File: config.mk
export PLATFORM = sky130hd
export DESIGN_NAME = periph_responder
export DESIGN_NICKNAME = d
export VERILOG_FILES = /design/src/rtl/periph_responder.sv
export SDC_FILE = /design/constraint.sdc
export NUM_CORES = 1
export LEC_CHECK = 0
export ABC_AREA = 1
export CAP_MARGIN = 40
export CORE_UTILIZATION = 30
export CTS_CLUSTER_DIAMETER = 150
export DETAILED_ROUTE_END_ITERATION = 8
export GPL_ROUTABILITY_DRIVEN = 0
export SYNTH_ARGS = -nofsm -noshare
export SYNTH_HDL_FRONTEND = slang
export SYNTH_SLANG_ARGS = --single-unit
File: constraint.sdc
create_clock -name clk -period 3.48 [get_ports clk]
set_input_delay 0.696 -clock clk [delete_from_list [all_inputs] [get_ports clk]]
set_output_delay 0.696 -clock clk [all_outputs]
set_load 0.05 [all_outputs]
File: src/rtl/periph_responder.sv
// periph_responder: memory-mapped responder beside dmem. Decodes a 16-byte
// register window (TXDATA, STATUS, TIMER, TIMERCMP) and accepts stores into a
// byte-wide TX FIFO and a timer/compare pair. Load data is combinational. The
// FIFO drains over a valid/ready byte stream. A timer match raises a sticky irq.
module periph_responder #(
    parameter logic [31:0] BASE_ADDR  = 32'hFFFF_0000,
    parameter int          FIFO_DEPTH = 8
) (
    input  logic        clk,
    input  logic        reset,
    input  logic        MemWriteM,
    input  logic [1:0]  StoreType,
    input  logic [31:0] DataAdrM,
    input  logic [31:0] WriteData,
    output logic [31:0] ReadDataP,
    output logic        PeriphSel,
    output logic [7:0]  tx_data,
    output logic        tx_valid,
    input  logic        tx_ready,
    output logic        irq
);

    localparam int PTR_W = $clog2(FIFO_DEPTH);
    localparam int CNT_W = PTR_W + 1;

    localparam logic [1:0] REG_TXDATA   = 2'd0;
    localparam logic [1:0] REG_STATUS   = 2'd1;
    localparam logic [1:0] REG_TIMER    = 2'd2;
    localparam logic [1:0] REG_TIMERCMP = 2'd3;

    // Merge right-aligned store data into a 32-bit register by store width and lane.
    function automatic logic [31:0] mergeStore(
        input logic [31:0] oldVal,
        input logic [31:0] wData,
        input logic [1:0]  sType,
        input logic [1:0]  lane
    );
        logic [31:0] res;
        res = oldVal;
        case (sType)
            2'b01: begin
                if (lane[1]) begin
                    res[31:16] = wData[15:0];
                end else begin
                    res[15:0] = wData[15:0];
                end
            end
            2'b10: begin
                case (lane)
                    2'b00:   res[7:0]   = wData[7:0];
                    2'b01:   res[15:8]  = wData[7:0];
                    2'b10:   res[23:16] = wData[7:0];
                    default: res[31:24] = wData[7:0];
                endcase
            end
            default: res = wData;   // word, and 2'b11 treated as word
        endcase
        return res;
    endfunction

    logic [7:0]       fifoMem_r [FIFO_DEPTH];
    logic [PTR_W-1:0] rdPtr_r;
    logic [PTR_W-1:0] wrPtr_r;
    logic [CNT_W-1:0] fifoCount_r;
    logic             overflow_r;
    logic [31:0]      timer_r;
    logic [31:0]      timerCmp_r;
    logic             irq_r;

    logic [1:0]  regIdx_s;
    logic [1:0]  lane_s;
    logic        sel_s;
    logic        wrEn_s;
    logic        fullS_s;
    logic        empty_s;
    logic        pushReq_s;
    logic        pushAcc_s;
    logic        pop_s;
    logic [7:0]  headByte_s;
    logic [4:0]  countField_s;
    logic [31:0] readMux_s;

    assign regIdx_s     = DataAdrM[3:2];
    assign lane_s       = DataAdrM[1:0];
    assign sel_s        = (DataAdrM[31:4] == BASE_ADDR[31:4]);
    assign wrEn_s       = MemWriteM && sel_s;
    assign fullS_s      = (fifoCount_r == CNT_W'(FIFO_DEPTH));
    assign empty_s      = (fifoCount_r == CNT_W'(0));
    assign pop_s        = !empty_s && tx_ready;
    assign pushReq_s    = wrEn_s && (regIdx_s == REG_TXDATA);
    // A full FIFO still takes a byte when the head leaves in the same cycle.
    assign pushAcc_s    = pushReq_s && (!fullS_s || pop_s);
    assign headByte_s   = empty_s ? 8'h00 : fifoMem_r[rdPtr_r];
    assign countField_s = 5'(fifoCount_r);

    assign PeriphSel = sel_s;
    assign tx_valid  = !empty_s;
    assign tx_data   = headByte_s;
    assign irq       = irq_r;

    // Combinational load data: select the addressed register, zero when unselected.
    always_comb begin
        readMux_s = 32'h0000_0000;
        case (regIdx_s)
            REG_TXDATA:   readMux_s = {24'h00_0000, headByte_s};
            REG_STATUS:   readMux_s = {23'h00_0000, countField_s, irq_r, overflow_r, empty_s, fullS_s};
            REG_TIMER:    readMux_s = timer_r;
            REG_TIMERCMP: readMux_s = timerCmp_r;
            default:      readMux_s = 32'h0000_0000;
        endcase
        if (sel_s) begin
            ReadDataP = readMux_s;
        end else begin
            ReadDataP = 32'h0000_0000;
        end
    end

    // TX FIFO storage, pointers, occupancy and sticky overflow flag.
    always_ff @(posedge clk or negedge reset) begin
        if (!reset) begin
            for (int i = 0; i < FIFO_DEPTH; i++) begin
                fifoMem_r[i] <= 8'h00;
            end
            rdPtr_r     <= '0;
            wrPtr_r     <= '0;
            fifoCount_r <= '0;
            overflow_r  <= 1'b0;
        end else begin
            if (pushAcc_s) begin
                fifoMem_r[wrPtr_r] <= WriteData[7:0];
                wrPtr_r            <= wrPtr_r + PTR_W'(1);
            end
            if (pop_s) begin
                rdPtr_r <= rdPtr_r + PTR_W'(1);
            end
            case ({pushAcc_s, pop_s})
                2'b10:   fifoCount_r <= fifoCount_r + CNT_W'(1);
                2'b01:   fifoCount_r <= fifoCount_r - CNT_W'(1);
                default: fifoCount_r <= fifoCount_r;
            endcase
            if (wrEn_s && (regIdx_s == REG_STATUS)) begin
                overflow_r <= 1'b0;
            end else if (pushReq_s && !pushAcc_s) begin
                overflow_r <= 1'b1;
            end
        end
    end

    // Free-running timer, compare register and sticky compare interrupt.
    always_ff @(posedge clk or negedge reset) begin
        if (!reset) begin
            timer_r    <= 32'h0000_0000;
            timerCmp_r <= 32'hFFFF_FFFF;
            irq_r      <= 1'b0;
        end else begin
            if (wrEn_s && (regIdx_s == REG_TIMER)) begin
                timer_r <= mergeStore(timer_r, WriteData, StoreType, lane_s);
            end else begin
                timer_r <= timer_r + 32'd1;
            end
            if (wrEn_s && (regIdx_s == REG_TIMERCMP)) begin
                timerCmp_r <= mergeStore(timerCmp_r, WriteData, StoreType, lane_s);
                irq_r      <= 1'b0;   // clear beats a coincident match
            end else if (timer_r == timerCmp_r) begin
                irq_r <= 1'b1;
            end
        end
    end

endmodule
==> Yosys cells after proc, flatten, opt, wreduce, memory -nomap -nowiden <==
Cells that the tools add are included.
{ "classes": {"eq_ne": 24, "magnitude_cmp": 3, "n_bitwise": 2, "muxes": 22, "addsub": 5, "reduce_logical": 28} }
{ "op_table": {"columns": ["operator", "n"], "rows": [
  ["one-hot mux 32 bit (4 select lines)", 1],
  ["bitwise mux 64 bit", 1],
  ["two-way mux 32 bit", 2],
  ["two-way mux 8 bit", 8],
  ["one-hot mux 32 bit (2 select lines)", 1],
  ["adder 32 x 1 -> 32 bit, second input constant", 1],
  ["equality test 32 bit", 1],
  ["two-way mux 16 bit", 2],
  ["equality test 28 bit, second input constant", 1],
  ["binary-select mux 8 bit (select 3 bit)", 1],
  ["demux 8 bit (select 3 bit)", 1],
  ["!= test 3 bit, second input constant", 6],
  ["!= test 2 bit, second input constant", 6],
  ["AND reduction 3 bit", 4],
  ["equality test 2 bit, second input constant", 5],
  ["logical AND 1 bit", 9],
  ["equality test 2 x 1 -> 1 bit, second input constant", 4],
  ["greater-or-equal comparator 4 bit, second input constant", 2],
  ["NOT 3 -> 4 bit", 2],
  ["one-hot mux 4 bit (2 select lines)", 1],
  ["AND reduction 2 bit", 4],
  ["adder 3 x 1 -> 3 bit, second input constant", 2],
  ["nonzero test 2 bit", 3],
  ["adder 4 x 1 -> 4 bit, second input constant", 1],
  ["other kinds (9)", 15]
]} }
{ "word_totals": {"wordCells": 105, "output_inout_bits": 43, "inputBits": 70, "ff_bits": 140} }

==> Logic depth before layout (Yosys ltp) <==
{ "logic_depth": {"word_depth": 9, "mapped_depth": 15, "depth_no_buf": 14} }

==> Worst setup path after synthesis <==
No wires, ideal clock.
{ "synth_timing": {"kind": "input -> output", "start": "input DataAdrM[11]", "end": "output ReadDataP[1]", "required_ns": 2.784, "t_arrival_ns": 2.804, "path_slack_ns": -0.020, "cell_stages": 8, "cell_sequence": "nor2_1 > nand2_1 > nor2_1 > nand2_2 > nor2_8 > buf_1 > o21ai_0 > a21oi_1"} }
{ "synth_via": {"elab_chain_cells": 2} }
{ "synth_rtl": {"columns": ["item", "line", "rtl"], "rows": [
  ["from (decl)", "13", "input logic [31:0] DataAdrM,"],
  ["equality test 28 bit", "85", "assign sel_s = (DataAdrM[31:4] == BASE_ADDR[31:4]);"],
  ["via PeriphSel", "16", "output logic PeriphSel,"],
  ["two-way mux 32 bit", "111", "if (sel_s) begin"],
  ["to (decl)", "15", "output logic [31:0] ReadDataP,"]
]} }
The timed path passes the listed nets, and every way through them passes these cells.

==> Worst setup path in the final report <==
{ "layout_timing": {"start": "input DataAdrM[2]", "end": "output ReadDataP[20]"} }
{ "layout_via": {"elab_chain_cells": 3, "word_cells_on_any_way": 6} }
{ "layout_rtl": {"columns": ["item", "line", "rtl"], "rows": [
  ["equality test 2 bit, or another cell as far along", "104", "case (regIdx_s)"],
  ["one-hot mux 32 bit (4 select lines) *", "104", null],
  ["two-way mux 32 bit *", "111", null]
]} }
Mark *: on every way between the ends. The rest lies on a longest branch, timed or not.

==> impl_results.md <==
* Outcome: finished, violations left
* Failing checks: design-rule violations
* Vias at 9540
* Syn Nets at 1501
* Yosys warning count at 0
* Seq/Total Area, Yosys at 37.60%
* Final nets at 1603
* First-pass GRT wire length at 50050 µm
* Grt ovf at 0
* Number of synthesized flops with an enable pin at 0
* Longest Clk Path Bufs at 2
* Post-synthesis area per instance at between 6 and 7 µm²
* Leakage at 0.005628 µW
* Port Buf Inserts at 112
* Pin count of the biggest net entering global routing at approximately 70
* Initial antenna violation count at 1
* PD cells at 448.0 nW/µm²
* Routed wire length per instance at 16.54 µm
* Synth cell types at 41
* Iteration-0 DRC count of the detailed router at between 700 and 800
* Die H at 179.2 µm
* Maximum vdd drop at 0.0006336 V
* HPWL Detailed at 23910 µm
* Post-CTS Setup Inserts at 0
* Avg Vias per Cell at 4.933
* Core Region at 30750 µm²
* DRT antenna net count at 0
* Overall Global Routing Usage at 20.41%
* Setup Skew at 0.01223 ns
* Final Hold Vio Count at 0
* Area grow syn2layout at 27.31%
* Data required time of the worst path at 2.78 ns
* Hold/Removal Path Class: in2async
* Clock-pin transition on the worst setup and hold timing paths at 0.06 ns
* Crit path max fanout at 17
* Remaining DRCs at 16
* Hold_buf cts at 0
* Commonest cells in the netlist: nand2_1 (581), nor2_1 (157), nand3_1 (116)
* Drt total wl at 31990 µm
* Final period utilization at 92.84%
* Critical Path Start: DataAdrM[2]
* Yosys reg bits at 140
* Worst Setup Path Type: in2out
* Top-count cell post-synth: nand2_1
* Maxcap violations at 0
* Layout cells sized above 1 at between 10% and 20%
* Latest clock arrival within the worst-skew pair at between 0.4 and 0.5 ns
* Yosys top cell area share at 28.68%
* Number of buffers created by CTS at 17
* Reg-to-Reg Start: fifoCount_r[0]
* Die area at 32120 µm²
* CTS tree: built
* Worst slew pin tran at between 0.8 and 0.9 ns
* Synth area leaders: dfrtp_1 (29%), nand2_1 (23%), dfstp_2 (8.9%)
* Final hold slack at 0.2781 ns
* Netlist Area Pre-Place at 9423 µm²
* Startpoint Class: input pin
* PostCTS Resize Cnt at 0
* Detailed Routing Iterations Pass 1 at 7
* Final setup vio count at 0
* Unrepaired setup endpoints after global routing: no
* Vias in the first global route at 9095
* CTS H-tree depth at 4
* Setup TNS at 0 ns
* Tmin final at 3.231 ns
* Row cnt at 64
* Final Slew Violations at 0
* Top cell type by total area after synthesis: dfrtp_1
* DIE WIDTH at 179.2 µm
* Initial core utilization at 30.64%
* Root Buffer: clkbuf_16
* Ys flop type: dfrtp_1
* Num ports at 113
* Asr flop ratio synth at 100.0%
* FMAX at ~310 MHz
* Slew HR at 45.74%
* CP Capture Type: output pin
* Post-synthesis cell count at 1423
* Clock sinks at 140
* ANT cells at 0
* Worst EP arrival at 2.53 ns
## worst paths after layout
kind / end / slack (ns) / cells after the start
setup / recovery: ReadDataP[20] / 0.25 / 7
min in group clk: fifoMem_r[53] / 0.48 / 2
hold reg to reg: fifoMem_r[53] / 0.48 / 2
setup reg to reg: fifoCount_r[2] / 0.91 / 10
hold / removal: irq / 0.28 / 1
max in group asynchronous: timerCmp_r[14] / 2.34 / 2
## metal layers
metal / part of all wire, % / GRT usage, % / vias up
met4: 3.6 / 8.824 / 2
met1: 43 / 25.56 / 4447
met2: 48 / 34.27 / 303
met5: 0.041 / 0 / -
li1: - / - / 4725
met3: 5.4 / 3.605 / 63
## state kept, by name (all words and copies together), names as in the netlist
name and cells:
timer_r 32, rdPtr_r 3, overflow_r 1, fifoMem_r 64, wrPtr_r 3, irq 1
fifoCount_r 4, timerCmp_r 32
## metrics by stage
step	total power (µW)	utilization, %	setup WS, ns	cells	area [µm²]
after floorplan	2875	-	0.01059	1423	9445
after global placement	3549	37.09	0.2312	1902	11410
after detailed placement	3556	37.09	0.2419	1902	11410
after CTS	5420	39.01	0.2378	1934	12000
after global routing	5621	39.01	0.09105	1934	12000
final	5375	39.01	0.2493	1934	12000
## area by class of cell
type | count | area, µm²
inverters | 93 | 349.1
multi-input cells | 1121 | 5248
well taps | 396 | 495.5
fillers | 3240 | 18750
clock inverters | 15 | 165.2
clock buffers | 17 | 425.4
repair buffers | 152 | 1770
flip-flops and latches | 140 | 3543
## cell usage in the layout, fill, tap and decap left out, drive strengths merged
master and instances:
o2111ai 1, bufinv 2, nor2b 1, nand4 21, o211ai 22, o21ai 77
o21bai 1, nand3 120, o31ai 5, dfstp 32, dfrtp 108, inv 96
xor2 11, ha 8, clkinv 8, clkbuf 17, a21oi 43, nor3 1
or2 7, clkinvlp 2, nand2 583, xnor2 40, o221ai 2, nand3b 3
buf 82, a21boi 4, clkdlybuf4s50 70, nor2 170, o22ai 1
## worst max-delay path, cell delays in order
cell	delay, ns
clkdlybuf4s50_1	0.58
nand2_1	0.16
inv_1	0.28
buf_4	0.30
nand2_1	0.09
a21oi_1	0.24
buf_12	0.18
## power breakdown
group | internal, µW | total (µW) | leakage [µW] | switching (µW)
Sequential | 1670 | 1740 | 0.00172 | 65.3
Combinational | 567 | 1790 | 0.00362 | 1220
Clock | 1070 | 1850 | 0.000288 | 779
Total | 3310 | 5370 | 0.00563 | 2070
## logic make-up after synthesis
logic type	synth area share (%)
AOI/OAI and AO/OA	9.269
xor gates and xnor gates	4.740
adders and majority gates	1.062
buffers and inverters	7.024
DFF	37.60
and+or+nand+nor	40.30
(Power assumes the default switching activity.)
